`config.mk`:
```
export PLATFORM = sky130hd
export DESIGN_NAME = configurable_transmitter
export DESIGN_NICKNAME = d
export VERILOG_FILES = /design/src/rtl/uart_pkg.sv /design/src/rtl/tx_fifo.sv /design/src/rtl/configurable_transmitter.sv
export SDC_FILE = /design/constraint.sdc
export NUM_CORES = 1
export LEC_CHECK = 0
export ABC_AREA = 0
export CORE_AREA = 2 2 94 96
export DETAILED_ROUTE_END_ITERATION = 8
export DIE_AREA = 0 0 96 98
export PLACE_DENSITY = 0.49
export SYNTH_ARGS = -nofsm -noshare
export SYNTH_HDL_FRONTEND = slang
export SYNTH_SLANG_ARGS = --single-unit
```
`constraint.sdc`:
```
create_clock -name i_clk -period 3.2 [get_ports i_clk]
set_clock_uncertainty 0.2 [all_clocks]
set_input_delay 0.64 -clock i_clk [delete_from_list [all_inputs] [get_ports i_clk]]
set_output_delay 0.64 -clock i_clk [all_outputs]
set_load 0.03 [all_outputs]
```
`src/rtl/uart_pkg.sv`:
```
`default_nettype none
// ============================================================================
//  Module      : uart_pkg
//  Description : Shared definitions for the configurable serial transmitter:
//                frame state encoding, parity mode constants and a parity
//                helper.
//  Revision    : 1.0 - initial release
// ============================================================================
package uart_pkg;

  // Frame state encoding shared by every user of the transmitter.
  typedef enum logic [2:0] {
    ST_IDLE   = 3'd0,
    ST_START  = 3'd1,
    ST_DATA   = 3'd2,
    ST_PARITY = 3'd3,
    ST_STOP   = 3'd4
  } tx_state_t;

  // Parity modes.
  localparam int PARITY_NONE = 0;
  localparam int PARITY_ODD  = 1;
  localparam int PARITY_EVEN = 2;

  // Widest supported data word; the parity helper works on this width.
  localparam int MAX_DATA_BITS = 9;

  // Parity bit that makes (data ones + parity bit) odd or even.
  // Unused upper data bits must be zero.
  function automatic logic parity_bit(input logic [MAX_DATA_BITS-1:0] data,
                                      input int                        mode);
    logic x;
    x = ^data;
    parity_bit = (mode == PARITY_ODD) ? ~x : x;
  endfunction

endpackage
`default_nettype wire

```
`src/rtl/tx_fifo.sv`:
```
`default_nettype none
// ============================================================================
//  Module      : tx_fifo
//  Description : Count-based synchronous FIFO feeding the transmitter.
//                Head word is visible combinationally on o_data.
//  Ports       : i_clk    - clock, rising edge
//                i_rst    - asynchronous active-high reset (empties FIFO)
//                i_push   - write i_data (ignored when full)
//                i_data   - word to write
//                i_pop    - discard head word (ignored when empty)
//                o_data   - head word
//                o_full   - DEPTH words stored
//                o_empty  - no words stored
//  Revision    : 1.0 - initial release
// ============================================================================
module tx_fifo #(
  parameter int WIDTH = 8,
  parameter int DEPTH = 4
) (
  input  logic             i_clk,
  input  logic             i_rst,
  input  logic             i_push,
  input  logic [WIDTH-1:0] i_data,
  input  logic             i_pop,
  output logic [WIDTH-1:0] o_data,
  output logic             o_full,
  output logic             o_empty
);

  localparam int PTR_W = (DEPTH > 1) ? $clog2(DEPTH) : 1;
  localparam int CNT_W = $clog2(DEPTH + 1);

  logic [WIDTH-1:0] r_mem [DEPTH];
  logic [PTR_W-1:0] r_wr_ptr;
  logic [PTR_W-1:0] r_rd_ptr;
  logic [CNT_W-1:0] r_count;

  logic w_do_push;
  logic w_do_pop;

  assign o_full    = (r_count == CNT_W'(DEPTH));
  assign o_empty   = (r_count == '0);
  assign w_do_push = i_push && !o_full;
  assign w_do_pop  = i_pop && !o_empty;
  assign o_data    = r_mem[r_rd_ptr];

  // Storage needs no reset: validity is tracked entirely by r_count.
  always_ff @(posedge i_clk) begin
    if (w_do_push) begin
      r_mem[r_wr_ptr] <= i_data;
    end
  end

  always_ff @(posedge i_clk or posedge i_rst) begin
    if (i_rst) begin
      r_wr_ptr <= '0;
      r_rd_ptr <= '0;
      r_count  <= '0;
    end else begin
      if (w_do_push) begin
        r_wr_ptr <= (r_wr_ptr == PTR_W'(DEPTH - 1)) ? '0 : r_wr_ptr + PTR_W'(1);
      end
      if (w_do_pop) begin
        r_rd_ptr <= (r_rd_ptr == PTR_W'(DEPTH - 1)) ? '0 : r_rd_ptr + PTR_W'(1);
      end
      case ({w_do_push, w_do_pop})
        2'b10:   r_count <= r_count + CNT_W'(1);
        2'b01:   r_count <= r_count - CNT_W'(1);
        default: r_count <= r_count;
      endcase
    end
  end

endmodule
`default_nettype wire

```
`src/rtl/configurable_transmitter.sv`:
```
`default_nettype none
// ============================================================================
//  Module      : configurable_transmitter
//  Description : Asynchronous serial transmitter with configurable bit time,
//                data width, parity and stop bits, fed by a small FIFO.
//                Frames are sent back to back while words are queued.
//  Ports       : i_clk      - sole clock, rising edge
//                i_rst      - asynchronous active-high reset
//                i_tx_valid - i_tx_data offered this cycle
//                i_tx_data  - word to send, LSB first
//                o_tx_ready - FIFO can accept a word this cycle
//                o_serial   - registered serial line, idle high
//                o_tx_busy  - frame in progress or FIFO non-empty
//                o_tx_done  - one-cycle pulse per completed frame
//  Revision    : 1.0 - initial release
// ============================================================================
module configurable_transmitter
  import uart_pkg::*;
#(
  parameter int CLOCKS_PER_BIT = 868,
  parameter int DATA_BITS      = 8,
  parameter int PARITY         = 0,
  parameter int STOP_BITS      = 1,
  parameter int FIFO_DEPTH     = 4
) (
  input  logic                 i_clk,
  input  logic                 i_rst,
  input  logic                 i_tx_valid,
  input  logic [DATA_BITS-1:0] i_tx_data,
  output logic                 o_tx_ready,
  output logic                 o_serial,
  output logic                 o_tx_busy,
  output logic                 o_tx_done
);

  // ---------------------------------------------------------------- checks
  if (CLOCKS_PER_BIT < 2) begin : g_bad_clocks_per_bit
    $error("CLOCKS_PER_BIT must be >= 2");
  end
  if (DATA_BITS < 5 || DATA_BITS > MAX_DATA_BITS) begin : g_bad_data_bits
    $error("DATA_BITS must be in 5..9");
  end
  if (PARITY != PARITY_NONE && PARITY != PARITY_ODD && PARITY != PARITY_EVEN) begin : g_bad_parity
    $error("PARITY must be 0, 1 or 2");
  end
  if (STOP_BITS != 1 && STOP_BITS != 2) begin : g_bad_stop_bits
    $error("STOP_BITS must be 1 or 2");
  end
  if (FIFO_DEPTH < 2 || (FIFO_DEPTH & (FIFO_DEPTH - 1)) != 0) begin : g_bad_fifo_depth
    $error("FIFO_DEPTH must be a power of 2 and >= 2");
  end

  localparam int CNT_W = $clog2(CLOCKS_PER_BIT);
  localparam int IDX_W = $clog2(DATA_BITS);

  // ---------------------------------------------------------------- signals
  tx_state_t            r_state,    w_state_nxt;
  logic [CNT_W-1:0]     r_cnt,      w_cnt_nxt;
  logic [IDX_W-1:0]     r_idx,      w_idx_nxt;
  logic                 r_stop_idx, w_stop_idx_nxt;
  logic [DATA_BITS-1:0] r_shift,    w_shift_nxt;
  logic                 r_par,      w_par_nxt;
  logic                 r_serial,   w_serial_nxt;
  logic                 r_done,     w_done_nxt;

  logic                     w_push;
  logic                     w_pop;
  logic                     w_load;
  logic                     w_full;
  logic                     w_empty;
  logic [DATA_BITS-1:0]     w_head;
  logic [MAX_DATA_BITS-1:0] w_head_ext;
  logic                     w_bit_end;

  // ---------------------------------------------------------------- FIFO
  // Ready ignores a same-cycle pop so a full FIFO never accepts.
  assign o_tx_ready = !w_full && !i_rst;
  assign w_push     = i_tx_valid && o_tx_ready;

  tx_fifo #(
    .WIDTH (DATA_BITS),
    .DEPTH (FIFO_DEPTH)
  ) u_fifo (
    .i_clk   (i_clk),
    .i_rst   (i_rst),
    .i_push  (w_push),
    .i_data  (i_tx_data),
    .i_pop   (w_pop),
    .o_data  (w_head),
    .o_full  (w_full),
    .o_empty (w_empty)
  );

  always_comb begin
    w_head_ext                = '0;
    w_head_ext[DATA_BITS-1:0] = w_head;
  end

  // ---------------------------------------------------------------- FSM
  assign w_bit_end = (r_cnt == CNT_W'(CLOCKS_PER_BIT - 1));

  always_comb begin
    w_state_nxt    = r_state;
    w_cnt_nxt      = r_cnt;
    w_idx_nxt      = r_idx;
    w_stop_idx_nxt = r_stop_idx;
    w_shift_nxt    = r_shift;
    w_par_nxt      = r_par;
    w_done_nxt     = 1'b0;
    w_load         = 1'b0;
    w_serial_nxt   = 1'b1;

    case (r_state)
      ST_IDLE: begin
        if (!w_empty) begin
          w_load = 1'b1;
        end
      end

      ST_START: begin
        if (w_bit_end) begin
          w_cnt_nxt   = '0;
          w_state_nxt = ST_DATA;
        end else begin
          w_cnt_nxt = r_cnt + CNT_W'(1);
        end
      end

      ST_DATA: begin
        if (w_bit_end) begin
          w_cnt_nxt   = '0;
          w_shift_nxt = r_shift >> 1;
          if (r_idx == IDX_W'(DATA_BITS - 1)) begin
            w_idx_nxt = '0;
            if (PARITY == PARITY_NONE) begin
              w_state_nxt = ST_STOP;
            end else begin
              w_state_nxt = ST_PARITY;
            end
          end else begin
            w_idx_nxt = r_idx + IDX_W'(1);
          end
        end else begin
          w_cnt_nxt = r_cnt + CNT_W'(1);
        end
      end

      ST_PARITY: begin
        if (w_bit_end) begin
          w_cnt_nxt   = '0;
          w_state_nxt = ST_STOP;
        end else begin
          w_cnt_nxt = r_cnt + CNT_W'(1);
        end
      end

      ST_STOP: begin
        if (w_bit_end) begin
          w_cnt_nxt = '0;
          if (r_stop_idx == 1'(STOP_BITS - 1)) begin
            w_stop_idx_nxt = 1'b0;
            w_done_nxt     = 1'b1;
            // Chain straight into the next frame when a word is waiting.
            if (!w_empty) begin
              w_load = 1'b1;
            end else begin
              w_state_nxt = ST_IDLE;
            end
          end else begin
            w_stop_idx_nxt = 1'b1;
          end
        end else begin
          w_cnt_nxt = r_cnt + CNT_W'(1);
        end
      end

      default: begin
        w_state_nxt = ST_IDLE;
        w_cnt_nxt   = '0;
      end
    endcase

    if (w_load) begin
      w_state_nxt = ST_START;
      w_cnt_nxt   = '0;
      w_shift_nxt = w_head;
      w_par_nxt   = parity_bit(w_head_ext, PARITY);
    end

    // Serial is registered from the next state so it changes on the same
    // edge that the state does.
    case (w_state_nxt)
      ST_START:  w_serial_nxt = 1'b0;
      ST_DATA:   w_serial_nxt = w_shift_nxt[0];
      ST_PARITY: w_serial_nxt = w_par_nxt;
      default:   w_serial_nxt = 1'b1;
    endcase
  end

  assign w_pop = w_load;

  always_ff @(posedge i_clk or posedge i_rst) begin
    if (i_rst) begin
      r_state    <= ST_IDLE;
      r_cnt      <= '0;
      r_idx      <= '0;
      r_stop_idx <= 1'b0;
      r_shift    <= '0;
      r_par      <= 1'b0;
      r_serial   <= 1'b1;
      r_done     <= 1'b0;
    end else begin
      r_state    <= w_state_nxt;
      r_cnt      <= w_cnt_nxt;
      r_idx      <= w_idx_nxt;
      r_stop_idx <= w_stop_idx_nxt;
      r_shift    <= w_shift_nxt;
      r_par      <= w_par_nxt;
      r_serial   <= w_serial_nxt;
      r_done     <= w_done_nxt;
    end
  end

  assign o_serial  = r_serial;
  assign o_tx_done = r_done;
  assign o_tx_busy = !((r_state == ST_IDLE) && w_empty);

endmodule
`default_nettype wire

```
Word-level counts from Yosys, hierarchy flattened
Memory sizes are Yosys's and may differ from the RTL's.
Cells that the tools add are included.

cells by class
  add/sub/neg operators = 6
  multiply operators = 0
  div/mod/pow operators = 0
  magnitude comparators = 0
  equal/unequal tests = 15
  shift-type cells = 0
  mux-type cells = 31
  bitwise operators = 0
  reduce and logical (&&, ||, !) cells = 19

operator list
  kind                                                  count
  2-to-1 mux 3 bit                                      9
  2-to-1 mux 8 bit                                      3
  2-to-1 mux 10 bit                                     2
  one-hot mux 10 bit (2 select lines)                   1
  one-hot mux 3 bit (5 select lines)                    1
  equality test 3 x 2 -> 1 bit (second input constant)  4
  adder 10 x 1 -> 10 bit (second input constant)        1
  equality test 10 bit (second input constant)          1
  2-to-1 mux 1 bit                                      10
  equality test 3 bit (second input constant)           3
  parity 9 bit                                          1
  adder 3 x 1 -> 3 bit (second input constant)          2
  equality test 2 bit (second input constant)           3
  equality test 3 x 1 -> 1 bit (second input constant)  2
  zero test 3 bit                                       2
  one-hot mux 3 bit (2 select lines)                    1
  AND reduction 2 bit                                   3
  nonzero test 2 bit                                    3
  logical AND 1 bit                                     5
  adder 2 x 1 -> 2 bit (second input constant)          2
  zero test 1 bit                                       4
  2-to-1 mux 2 bit                                      2
  OR reduction 4 bit                                    1
  one-hot mux 1 bit (3 select lines)                    1
  other kinds (4)                                       4

storage, ports and cells
  bits in registers = 35
  latch bits = 0
  RAM bits = 32
  bits in read-only memories = 0
  input port bits = 11
  output and inout port bits = 4
  logic and storage cells = 84
  memories kept = 1

memories
  name          depth  bits a word  rd ports  clocked after memory_dff  write ports  RTL line       RTL
  u_fifo.r_mem  4      8            1         0                         1            tx_fifo.sv:33  logic [WIDTH-1:0] r_mem [DEPTH];

Logic depth before layout (Yosys ltp)
Gate-level depths: netlist (run 1).

  depth after elaboration = 8
  depth in mapped cells = 12
  mapped depth without buffers = 10

Hierarchy
From an unflattened synthesis (run 1), not the netlist that was laid out.

second synthesis, totals
  cells, all modules = 226
  area total of the unflattened synthesis = 3062.9 um^2

by module, submodules not included
  module                    times used  cells an instance  area an instance (um^2)  seq. area each (um^2)
  tx_fifo                   1           83                 1640.3                   1136.1
  configurable_transmitter  1           143                1422.6                   676.9

Worst setup path after synthesis (run 1)
Ideal clock, no wire load.

  kind = reg-to-reg
  start point = register r_cnt[2]
  end point = register u_fifo.r_count[2]
  setup time = 79 ps
  data arrival time = 2633 ps
  required time = 2921 ps
  path slack = 288 ps
  cell stages (with the launch flop) = 12
  path buffers = 2
  period minus slack after synthesis = 2912 ps
  cells stage by stage = dfrtp_1 > or3_4 > or3_1 > buf_4 > a21oi_4 > buf_4 > ha_1 > inv_1 > fa_1 > xor2_1 > nor2_1 > xor2_1

on the way
  cells in the longest elaborated chain, start to end = 6
  elaborated cells between the ends (all ways) = 8
  classes of those cells = eq/ne (3); mux (3); reduce/logical (2)

ends and longest elaborated chain
  item                                                                      RTL line                         RTL
  start: declaration                                                        configurable_transmitter.sv:58   logic [CNT_W-1:0] r_cnt, w_cnt_nxt;
  start signal: assignment                                                  configurable_transmitter.sv:214  r_cnt <= w_cnt_nxt;
  equality test 10 bit *                                                    configurable_transmitter.sv:100  assign w_bit_end = (r_cnt == CNT_W'(CLOCKS_PER_BIT - 1));
  2-to-1 mux 1 bit *                                                        configurable_transmitter.sv:158  if (w_bit_end) begin
  one-hot mux 1 bit (2 select lines) *                                      configurable_transmitter.sv:113  case (r_state)
  logical AND 1 bit *                                                       tx_fifo.sv:44                    assign w_do_pop = i_pop && !o_empty;
  via u_fifo.w_do_pop                                                       tx_fifo.sv:39                    logic w_do_pop;
  equality test 2 x 1 -> 1 bit or equality test 2 bit (tied branches)       tx_fifo.sv:66                    case ({w_do_push, w_do_pop})
  one-hot mux 3 bit (2 select lines) or nonzero test 2 bit (tied branches)  --
  end signal: assignment                                                    tx_fifo.sv:67                    2'b10: r_count <= r_count + CNT_W'(1);
  end signal: assignment                                                    tx_fifo.sv:68                    2'b01: r_count <= r_count - CNT_W'(1);
  end signal: assignment                                                    tx_fifo.sv:69                    default: r_count <= r_count;
  end: declaration                                                          tx_fifo.sv:36                    logic [CNT_W-1:0] r_count;

The timed path passes the listed nets; every way through them passes the cells marked *.
A chain may end at the register's enable or synchronous reset.

Final worst setup path (run 1)
  start point = input i_rst
  end point = output o_tx_ready

on the way
  cells in the longest elaborated chain, start to end = 2

ends and longest elaborated chain
  item                              RTL line                        RTL
  start: declaration                configurable_transmitter.sv:27  input logic i_rst,
  zero test 1 bit (no source line)  --
  logical AND 1 bit                 configurable_transmitter.sv:77  assign o_tx_ready = !w_full && !i_rst;
  end: declaration                  configurable_transmitter.sv:30  output logic o_tx_ready,

No other way between the ends.

==> run_results.csv, run 1 <==
group,metric,value,unit
run_status,outcome,"complete, no violations",
clocking,cts_buffer_depth,2,
sta,rsz0062_at_grt,"false",
clocking,cts_made_buffers,9,
routing,vias_per_cell,4.62,
worst_setup_path,crit_required,2.36,ns
logic_synthesis,synth-edff-count,32,
floorplanning,core,8470,um2
clocking,cts.root.buffer_cell,"clkbuf_8",
routing,postRouteWirelength,4.86,mm
worst_setup_path,cp-end-kind,"output port",
power_and_ir_drop,p_leak,1.33,nW
global_routing,grt_pass1_wl,8.21,mm
floorplanning,start_util,35.4,%
worst_setup_path,cp_num_buf_inv,2,
global_routing,grt_util_all_layers,11.8,%
floorplanning,fp.dieH,98,um
sta,slew_violations,0,
global_routing,grt_pass1_vias,1701,
clocking,clk_pin_slew_worst_paths,0.07,ns
hold_path,min_path_cells,1,
floorplanning,dieArea,9410,um2
global_routing,grt_max_degree,24,
logic_synthesis,synth_most_common_cell,"dfrtp_1",
power_and_ir_drop,power.density,785,nW/um2
logic_synthesis,yosysTopAreaCellShare,32.0,%
power_and_ir_drop,peakVddDrop,0.326,mV
floorplanning,die_w,96,um
final_layout,final_util,41.1,%
sta,fmax,328,MHz
worst_setup_path,r2r-end,"u_fifo.r_count[2]",
clocking,cts_tree,"done",
floorplanning,pin_count,15,
routing,final_antenna_net_count,0,
worst_setup_path,reg2reg_depth,9,
worst_setup_path,start_kind,"primary input",
job,timing.max_cap.violations,0,
final_layout,diodes,0,
worst_setup_path,cp_max_fo,6,
hold_path,hold_end,"u_fifo.r_count[0]",
final_layout,nets,266,
sta,finalSetupTns,0,ns
clocking,cts.htree.levels,3,
routing,num_vias,1653,
logic_synthesis,syn_avg_cell_area,13.4,um2
worst_setup_path,crit_chain,"clkdlybuf4s50_1 -> a31oi_1 -> clkdlybuf4s50_1",
logic_synthesis,seq_area_frac_synth,60.5,%
clocking,postCtsSetupBuffers,0,
place,place_congestion,0.720,
logic_synthesis,synth.cell_area,3000,um2
logic_synthesis,synth_nets,245,
sta,final.setup.worst_slack,0.152,ns
logic_synthesis,synth.distinct_cells,43,
worst_setup_path,slowest_stage,"clkdlybuf4s50_1",
sta,max-slew-margin-rel,56.8,%
place,place_ws,0.165,ns
floorplanning,rows,34,
global_routing,antenna_found_initial,0,
clocking,cts_resized,0,
worst_setup_path,cp-startpoint,"i_rst",
final_layout,area_growth,16.0,%
clocking,cts_sinks,66,
hold_path,hold_start,"u_fifo.r_count[0]",
routing,wl_per_cell,13.6,um
logic_synthesis,ys_warn_count,0,
logic_synthesis,synthCells,224,
sta,hold_violations,0,
worst_setup_path,timing.reg2reg.setup_slack,0.23,ns
worst_setup_path,arrival,2.21,ns
final_layout,layout-drive-gt1-share,14.8,%
sta,min_period,3.05,ns
logic_synthesis,ys_ff_latch,66,
logic_synthesis,synthTopCellsByArea,"edfxtp_1 (32%), dfrtp_1 (28%), mux4_2 (6.0%), xnor2_1 (3.8%), ha_1 (3.8%)",
routing,first_iter_violations,62,
sta,holdWs,0.306,ns
logic_synthesis,synthFlopType,"dfrtp_1",
logic_synthesis,synth-async-reset-ratio,51.5,%
worst_setup_path,r2r_start,"r_cnt[2]",
routing,drcViolationCount,0,
sta,worstMarginPinSlew,0.642,ns
clocking,clk_latency,0.34,ns
worst_setup_path,critical_path_depth,3,
place,port_buffers,14,
worst_setup_path,crit_path_frequent_cell,"clkdlybuf4s50_1",
worst_setup_path,cp_top_family,"buffers and inverters",
global_routing,gr-total-overflow,0,
logic_synthesis,synthTopCellsByCount,"dfrtp_1 (33), edfxtp_1 (32), nor2_1 (20), nand2_1 (17)",
worst_setup_path,path_class,"in -> out",
hold_path,hp-class,"reg -> reg",
clocking,hold_buffers,0,
logic_synthesis,synth_top_area_cell,"edfxtp_1",
place,hpwl,3.38,mm
sta,period_share,95.3,%
worst_setup_path,slowest_delay,0.76,ns
sta,setup_viol,0,
routing,drt-pass1-iter-count,4,
-- cell usage in the layout, fill, tap and decap left out, types with 8 or more instances in the layout --
| master | netlist | routed |
|---|---|---|
| clkbuf_8 | 0 | 9 |
| clkdlybuf4s50_1 | 0 | 14 |
| inv_1 | 14 | 14 |
| edfxtp_1 | 32 | 32 |
| ha_1 | 9 | 9 |
| mux2i_1 | 8 | 8 |
| dfrtp_1 | 33 | 33 |
| mux4_2 | 8 | 8 |
| nand2_1 | 17 | 17 |
| o21ai_0 | 14 | 14 |
| xnor2_1 | 13 | 13 |
| nor2_1 | 20 | 20 |
-- through the flow --
step,cell area (um2),power (mW),instances
6_report,3480,2.73,358
2_1_floorplan,3000,1.83,224
5_1_grt,3480,2.94,358
4_1_cts,3480,2.78,358
3_5_place_dp,3260,2.00,342
3_3_place_gp,3260,1.99,342
-- worst max path at each step --
stage	to	slack [ns]
floorplan	u_fifo.r_count[2]	0.29
CTS	o_tx_ready	0.15
global route	o_tx_ready	0.08
detailed placement	o_tx_ready	0.16
finish	o_tx_ready	0.15
global placement	o_tx_ready	0.16
-- area by class of cell --
class	instances	area (um2)
Fill cell	807	4990
Sequential cell	66	1810
Multi-Input combinational cell	137	1090
Timing Repair Buffer	17	175
Tap cell	108	135
Clock buffer	9	124
Clock inverter	7	93.8
Inverter	14	52.6
-- registers in the layout (all words and copies together) (netlist names) --
| name | flops |
|---|---|
| r_par | 1 |
| u_fifo.r_count | 3 |
| o_tx_done | 1 |
| u_fifo.r_mem | 32 |
| r_idx | 3 |
| r_cnt | 10 |
| r_state | 3 |
| r_shift | 8 |
| u_fifo.r_rd_ptr | 2 |
| u_fifo.r_wr_ptr | 2 |
| o_serial | 1 |
-- cells by family (layout without fill, tap and decap cells) --
logic type	count (synthesis)	count (layout)	share of synthesized area, %
buf+inv	21	47	3.34
xor+xnor	18	18	5.26
mux	20	20	10.2
compound gates	26	26	5.76
simple gates	63	63	10.6
flops	66	66	60.5
fa+ha+maj	10	10	4.42
-- report_power, final --
group	leakage, nW	total [mW]	switching (mW)	internal [mW]
clock network	0.105	0.767	0.330	0.437
registers	0.717	1.24	0.162	1.08
logic	0.505	0.725	0.342	0.383
total	1.33	2.73	0.834	1.90
-- layer usage --
layer  global-route usage [%]  vias up  wire length [um]
li1                         -      838                 -
met3                     3.01       10               153
met2                     16.7       22              2140
met1                     16.3      783              2440
met5                        0        -                 0
met4                     7.25        0               133
No activity file was read; power rests on OpenSTA's default activity.
==> run 2, diff against run 1 <==
==> constraint.sdc (replaced) <==
create_clock -name i_clk -period 3.8 [get_ports i_clk]
set_clock_uncertainty 0.2 [all_clocks]
set_input_delay 0.76 -clock i_clk [delete_from_list [all_inputs] [get_ports i_clk]]
set_output_delay 0.76 -clock i_clk [all_outputs]
set_load 0.03 [all_outputs]
==> run 2 against run 1 <==
Against the previous run: global-route usage is 0.082 points higher; count of clock-buffer cells in the layout stayed put; sequential cell count stayed put; core utilization is 0.52 points lower; hold slack worse by 0.012 ns; critical endpoint unchanged; highest routed layer unchanged.
==> run_results.csv, run 2 (synthesis gave the netlist of run 1 again) <==
group,metric,value,unit
floorplanning,rows,34,
sta,finalSetupTns,0,ns
clocking,postCtsSetupBuffers,0,
worst_setup_path,cp_max_fo,6,
routing,num_vias,1679,
routing,vias_per_cell,4.69,
worst_setup_path,critical_path_depth,3,
global_routing,antenna_found_initial,0,
sta,period_share,86.4,%
place,place_congestion,0.746,
worst_setup_path,r2r-end,"u_fifo.r_count[2]",
sta,hold_violations,0,
routing,wl_per_cell,13.5,um
clocking,cts_tree,"done",
clocking,cts_resized,0,
sta,rsz0062_at_grt,"false",
routing,drcViolationCount,0,
final_layout,top_regs,"u_fifo.r_mem: 32 flops, r_cnt: 10 flops, r_shift: 8 flops",
final_layout,layout-drive-gt1-share,14.8,%
routing,first_iter_violations,65,
worst_setup_path,r2r_start,"r_cnt[2]",
sta,worstMarginPinSlew,0.570,ns
worst_setup_path,crit_chain,"clkdlybuf4s50_1 -> a31oi_1 -> clkdlybuf4s50_1",
final_layout,top_register,"u_fifo.r_mem",
routing,postRouteWirelength,4.82,mm
clocking,cts_made_buffers,9,
sta,fmax,305,MHz
sta,min_period,3.28,ns
floorplanning,fp.dieH,98,um
hold_path,hold_end,"u_fifo.r_count[0]",
hold_path,hp-class,"reg -> reg",
worst_setup_path,cp-end-kind,"output port",
global_routing,grt_max_degree,32,
worst_setup_path,slowest_delay,0.76,ns
sta,slew_violations,0,
floorplanning,die_w,96,um
worst_setup_path,crit_path_frequent_cell,"clkdlybuf4s50_1",
floorplanning,core,8470,um2
clocking,cts_buffer_depth,2,
global_routing,grt_util_all_layers,11.9,%
place,hpwl,3.30,mm
worst_setup_path,cp_num_buf_inv,2,
place,port_buffers,14,
sta,holdWs,0.294,ns
final_layout,final_cell_mix,"dfrtp_1 (33), edfxtp_1 (32), nor2_1 (20)",
worst_setup_path,cp-startpoint,"i_rst",
worst_setup_path,crit_required,2.84,ns
final_layout,diodes,0,
final_layout,largest_reg_flops,32,
worst_setup_path,path_class,"in -> out",
power_and_ir_drop,peakVddDrop,0.229,mV
power_and_ir_drop,power.density,641,nW/um2
clocking,hold_buffers,0,
final_layout,regArea,1810,um2
global_routing,grt_pass1_wl,8.49,mm
floorplanning,pin_count,15,
worst_setup_path,slowest_stage,"clkdlybuf4s50_1",
final_layout,layout_commonest_cell,"dfrtp_1",
clocking,cts.htree.levels,3,
final_layout,fillers,803,
worst_setup_path,arrival,2.32,ns
sta,max-slew-margin-rel,62.0,%
routing,drt-pass1-iter-count,4,
global_routing,gr-total-overflow,0,
power_and_ir_drop,p_leak,1.31,nW
job,timing.max_cap.violations,0,
global_routing,grt_pass1_vias,1751,
clocking,cts.root.buffer_cell,"clkbuf_8",
routing,final_antenna_net_count,0,
sta,setup_viol,0,
hold_path,hold_start,"u_fifo.r_count[0]",
final_layout,multi_input_area,1090,um2
final_layout,area_growth,14.6,%
worst_setup_path,start_kind,"primary input",
run_status,outcome,"complete, no violations",
floorplanning,start_util,35.4,%
worst_setup_path,timing.reg2reg.setup_slack,0.81,ns
clocking,clk_pin_slew_worst_paths,0.07,ns
clocking,cts_sinks,66,
worst_setup_path,cp_top_family,"buffers and inverters",
hold_path,min_path_cells,1,
final_layout,nets,266,
worst_setup_path,reg2reg_depth,9,
clocking,clk_latency,0.34,ns
floorplanning,dieArea,9410,um2
-- run 2: worst max path at each step --
stage,to,slack (ns)
after floorplan,u_fifo.r_count[2],0.89
after CTS,o_tx_ready,0.52
after global routing,o_tx_ready,0.42
after global placement,o_tx_ready,0.52
final,o_tx_ready,0.52
after detailed placement,o_tx_ready,0.54
-- run 2: final cells by class --
cell class	count	area share, %
Multi-Input combinational cell	137	31.6
Sequential cell	66	52.8
Clock inverter	7	1.82
Timing Repair Buffer	17	4.73
Clock buffer	9	3.61
Tap cell	108	3.93
Inverter	14	1.53
-- run 2: where the power goes --
group	internal, mW	switching [mW]
logic	0.321	0.289
clock network	0.248	0.302
registers	0.905	0.138
total	1.47	0.729
-- run 2: routing by layer --
layer  wire length [um]  global-route usage (%)
met3                142                    3.70
met5                  0                       0
met2               2190                    17.4
met4                 96                    4.95
met1               2390                    16.5
-- run 2: metrics by stage --
stage	setup WS, ns	utilization, %	power [mW]	std cells	instance area (um2)
6_report	0.519	40.6	2.20	358	3440
5_1_grt	0.421	40.6	2.38	358	3440
4_1_cts	0.517	40.6	2.25	358	3440
3_5_place_dp	0.536	38.4	1.69	342	3250
3_3_place_gp	0.522	38.4	1.68	342	3250
2_1_floorplan	0.888	-	1.54	224	3000
==> run 3, diff against run 2 <==
--- a/config.mk
+++ b/config.mk
@@ -6,9 +6,11 @@
 export NUM_CORES = 1
 export LEC_CHECK = 0
 export ABC_AREA = 0
+export CAP_MARGIN = 20
 export CORE_AREA = 2 2 94 96
 export DETAILED_ROUTE_END_ITERATION = 8
 export DIE_AREA = 0 0 96 98
+export GPL_TIMING_DRIVEN = 0
 export PLACE_DENSITY = 0.49
 export SYNTH_ARGS = -nofsm -noshare
 export SYNTH_HDL_FRONTEND = slang
==> run 3 against run 2 <==
Against the previous run: fmax decreased by 0.78%; core utilization increased by 1.1 points; die area unchanged; global-route usage increased by 0.45 points; count of clock-buffer cells in the layout unchanged; cell count increased by 1.4%; critical path depth unchanged; routed wire length increased by 4.4%; combinational power increased by 8.7%; sequential power decreased by 4%; critical path type unchanged; critical endpoint unchanged; via count increased by 2.6%.
==> run_results.csv, run 3 (synthesis gave the netlist of run 1 again) <==
group,metric,value,unit
routing,first_iter_violations,59,
place,place_ws,0.516,ns
run_status,outcome,"complete, no violations",
final_layout,area_growth,17.6,%
sta,finalSetupTns,0,ns
routing,drcViolationCount,0,
final_layout,nets,271,
floorplanning,pin_count,15,
clocking,cts_tree,"done",
power_and_ir_drop,p_total,2.33,mW
job,timing.max_cap.violations,0,
worst_setup_path,r2r-end,"u_fifo.r_count[2]",
routing,final_antenna_net_count,0,
final_layout,diodes,0,
place,place_inst,347,
sta,min_period,3.31,ns
clocking,clk_latency,0.33,ns
place,place_congestion,0.711,
place,placed_area,3300,um2
routing,num_vias,1722,
hold_path,hp-class,"reg -> reg",
worst_setup_path,timing.reg2reg.setup_slack,0.69,ns
worst_setup_path,reg2reg_depth,11,
global_routing,antenna_found_initial,0,
worst_setup_path,cp-startpoint,"i_rst",
floorplanning,rows,34,
global_routing,grt_util_all_layers,12.4,%
final_layout,top_regs,"u_fifo.r_mem: 32 flops, r_cnt: 10 flops, r_shift: 8 flops",
sta,hold_violations,0,
power_and_ir_drop,peakVddDrop,0.284,mV
global_routing,grt_pass1_wl,8.80,mm
clocking,cts.root.buffer_cell,"clkbuf_8",
floorplanning,fp.dieH,98,um
routing,vias_per_cell,4.74,
clocking,clk_pin_slew_worst_paths,0.08,ns
clocking,cts.htree.levels,3,
sta,worstMarginPinSlew,0.629,ns
clocking,cts_sinks,66,
final_layout,largest_reg_flops,32,
worst_setup_path,path_class,"in -> out",
final_layout,stdcell_area,3530,um2
final_layout,stdcell_count,363,
final_layout,layout-drive-gt1-share,16.1,%
floorplanning,die_w,96,um
sta,holdWs,0.293,ns
sta,period_share,87.0,%
final_layout,layout_commonest_cell,"dfrtp_1",
final_layout,final_util,41.7,%
floorplanning,start_util,35.4,%
worst_setup_path,r2r_start,"r_cnt[2]",
power_and_ir_drop,p_leak,1.35,nW
clocking,hold_buffers,0,
floorplanning,core,8470,um2
clocking,cts_buffer_depth,2,
worst_setup_path,start_kind,"primary input",
floorplanning,dieArea,9410,um2
sta,rsz0062_at_grt,"false",
sta,slew_violations,0,
sta,setup_viol,0,
worst_setup_path,crit_required,2.84,ns
routing,drt-pass1-iter-count,4,
place,hpwl,3.47,mm
final_layout,top_register,"u_fifo.r_mem",
global_routing,grt_max_degree,22,
clocking,cts_resized,0,
routing,wl_per_cell,13.9,um
global_routing,gr-total-overflow,0,
worst_setup_path,cp_max_fo,6,
worst_setup_path,arrival,2.35,ns
place,port_buffers,14,
global_routing,grt_pass1_vias,1821,
clocking,postCtsSetupBuffers,0,
sta,max-slew-margin-rel,58.0,%
routing,postRouteWirelength,5.03,mm
final_layout,final_cell_mix,"dfrtp_1 (33), edfxtp_1 (32), nor2_1 (20)",
worst_setup_path,cp-end-kind,"output port",
clocking,cts_made_buffers,9,
sta,fmax,302,MHz
worst_setup_path,crit_end,"o_tx_ready",
power_and_ir_drop,power.density,661,nW/um2
sta,final.setup.worst_slack,0.493,ns
## run 3: where the power goes
part / total, mW / internal [mW] / switching, mW
clock network: 0.667 / 0.375 / 0.292
logic: 0.663 / 0.330 / 0.332
registers: 1.00 / 0.906 / 0.0957
total: 2.33 / 1.61 / 0.720
## run 3: how the worst min path moves through the flow
stage	end	startpoint	cells after the start	slack [ns]
global route	u_fifo.r_count[2]	u_fifo.r_count[2]	1	0.34
finish	u_fifo.r_count[0]	u_fifo.r_count[0]	1	0.29
detailed placement	u_fifo.r_count[0]	u_fifo.r_count[0]	1	0.27
floorplan	u_fifo.r_count[0]	u_fifo.r_count[0]	1	0.25
CTS	u_fifo.r_count[0]	u_fifo.r_count[0]	1	0.29
global placement	u_fifo.r_count[0]	u_fifo.r_count[0]	1	0.28
## run 3: cell type report
cell class,count,area [um2]
well taps,108,135
inverters,14,52.6
clock inverters,7,101
clock buffers,9,124
fillers,804,4940
plain buffers,7,47.5
repair buffers,15,168
multi-input cells,137,1090
flip-flops and latches,66,1810
## run 3: per-layer routing
metal	GRT usage, %	wire, um	up-vias
met1	16.9	2450	843
li1	-	-	851
met3	3.01	134	7
met5	0	0	-
met2	18.3	2350	21
met4	6.26	96	0
## run 3: critical path, stage by stage
cell             delay (ns)
clkdlybuf4s50_1        0.42
a31oi_1                0.39
clkdlybuf4s50_1        0.77
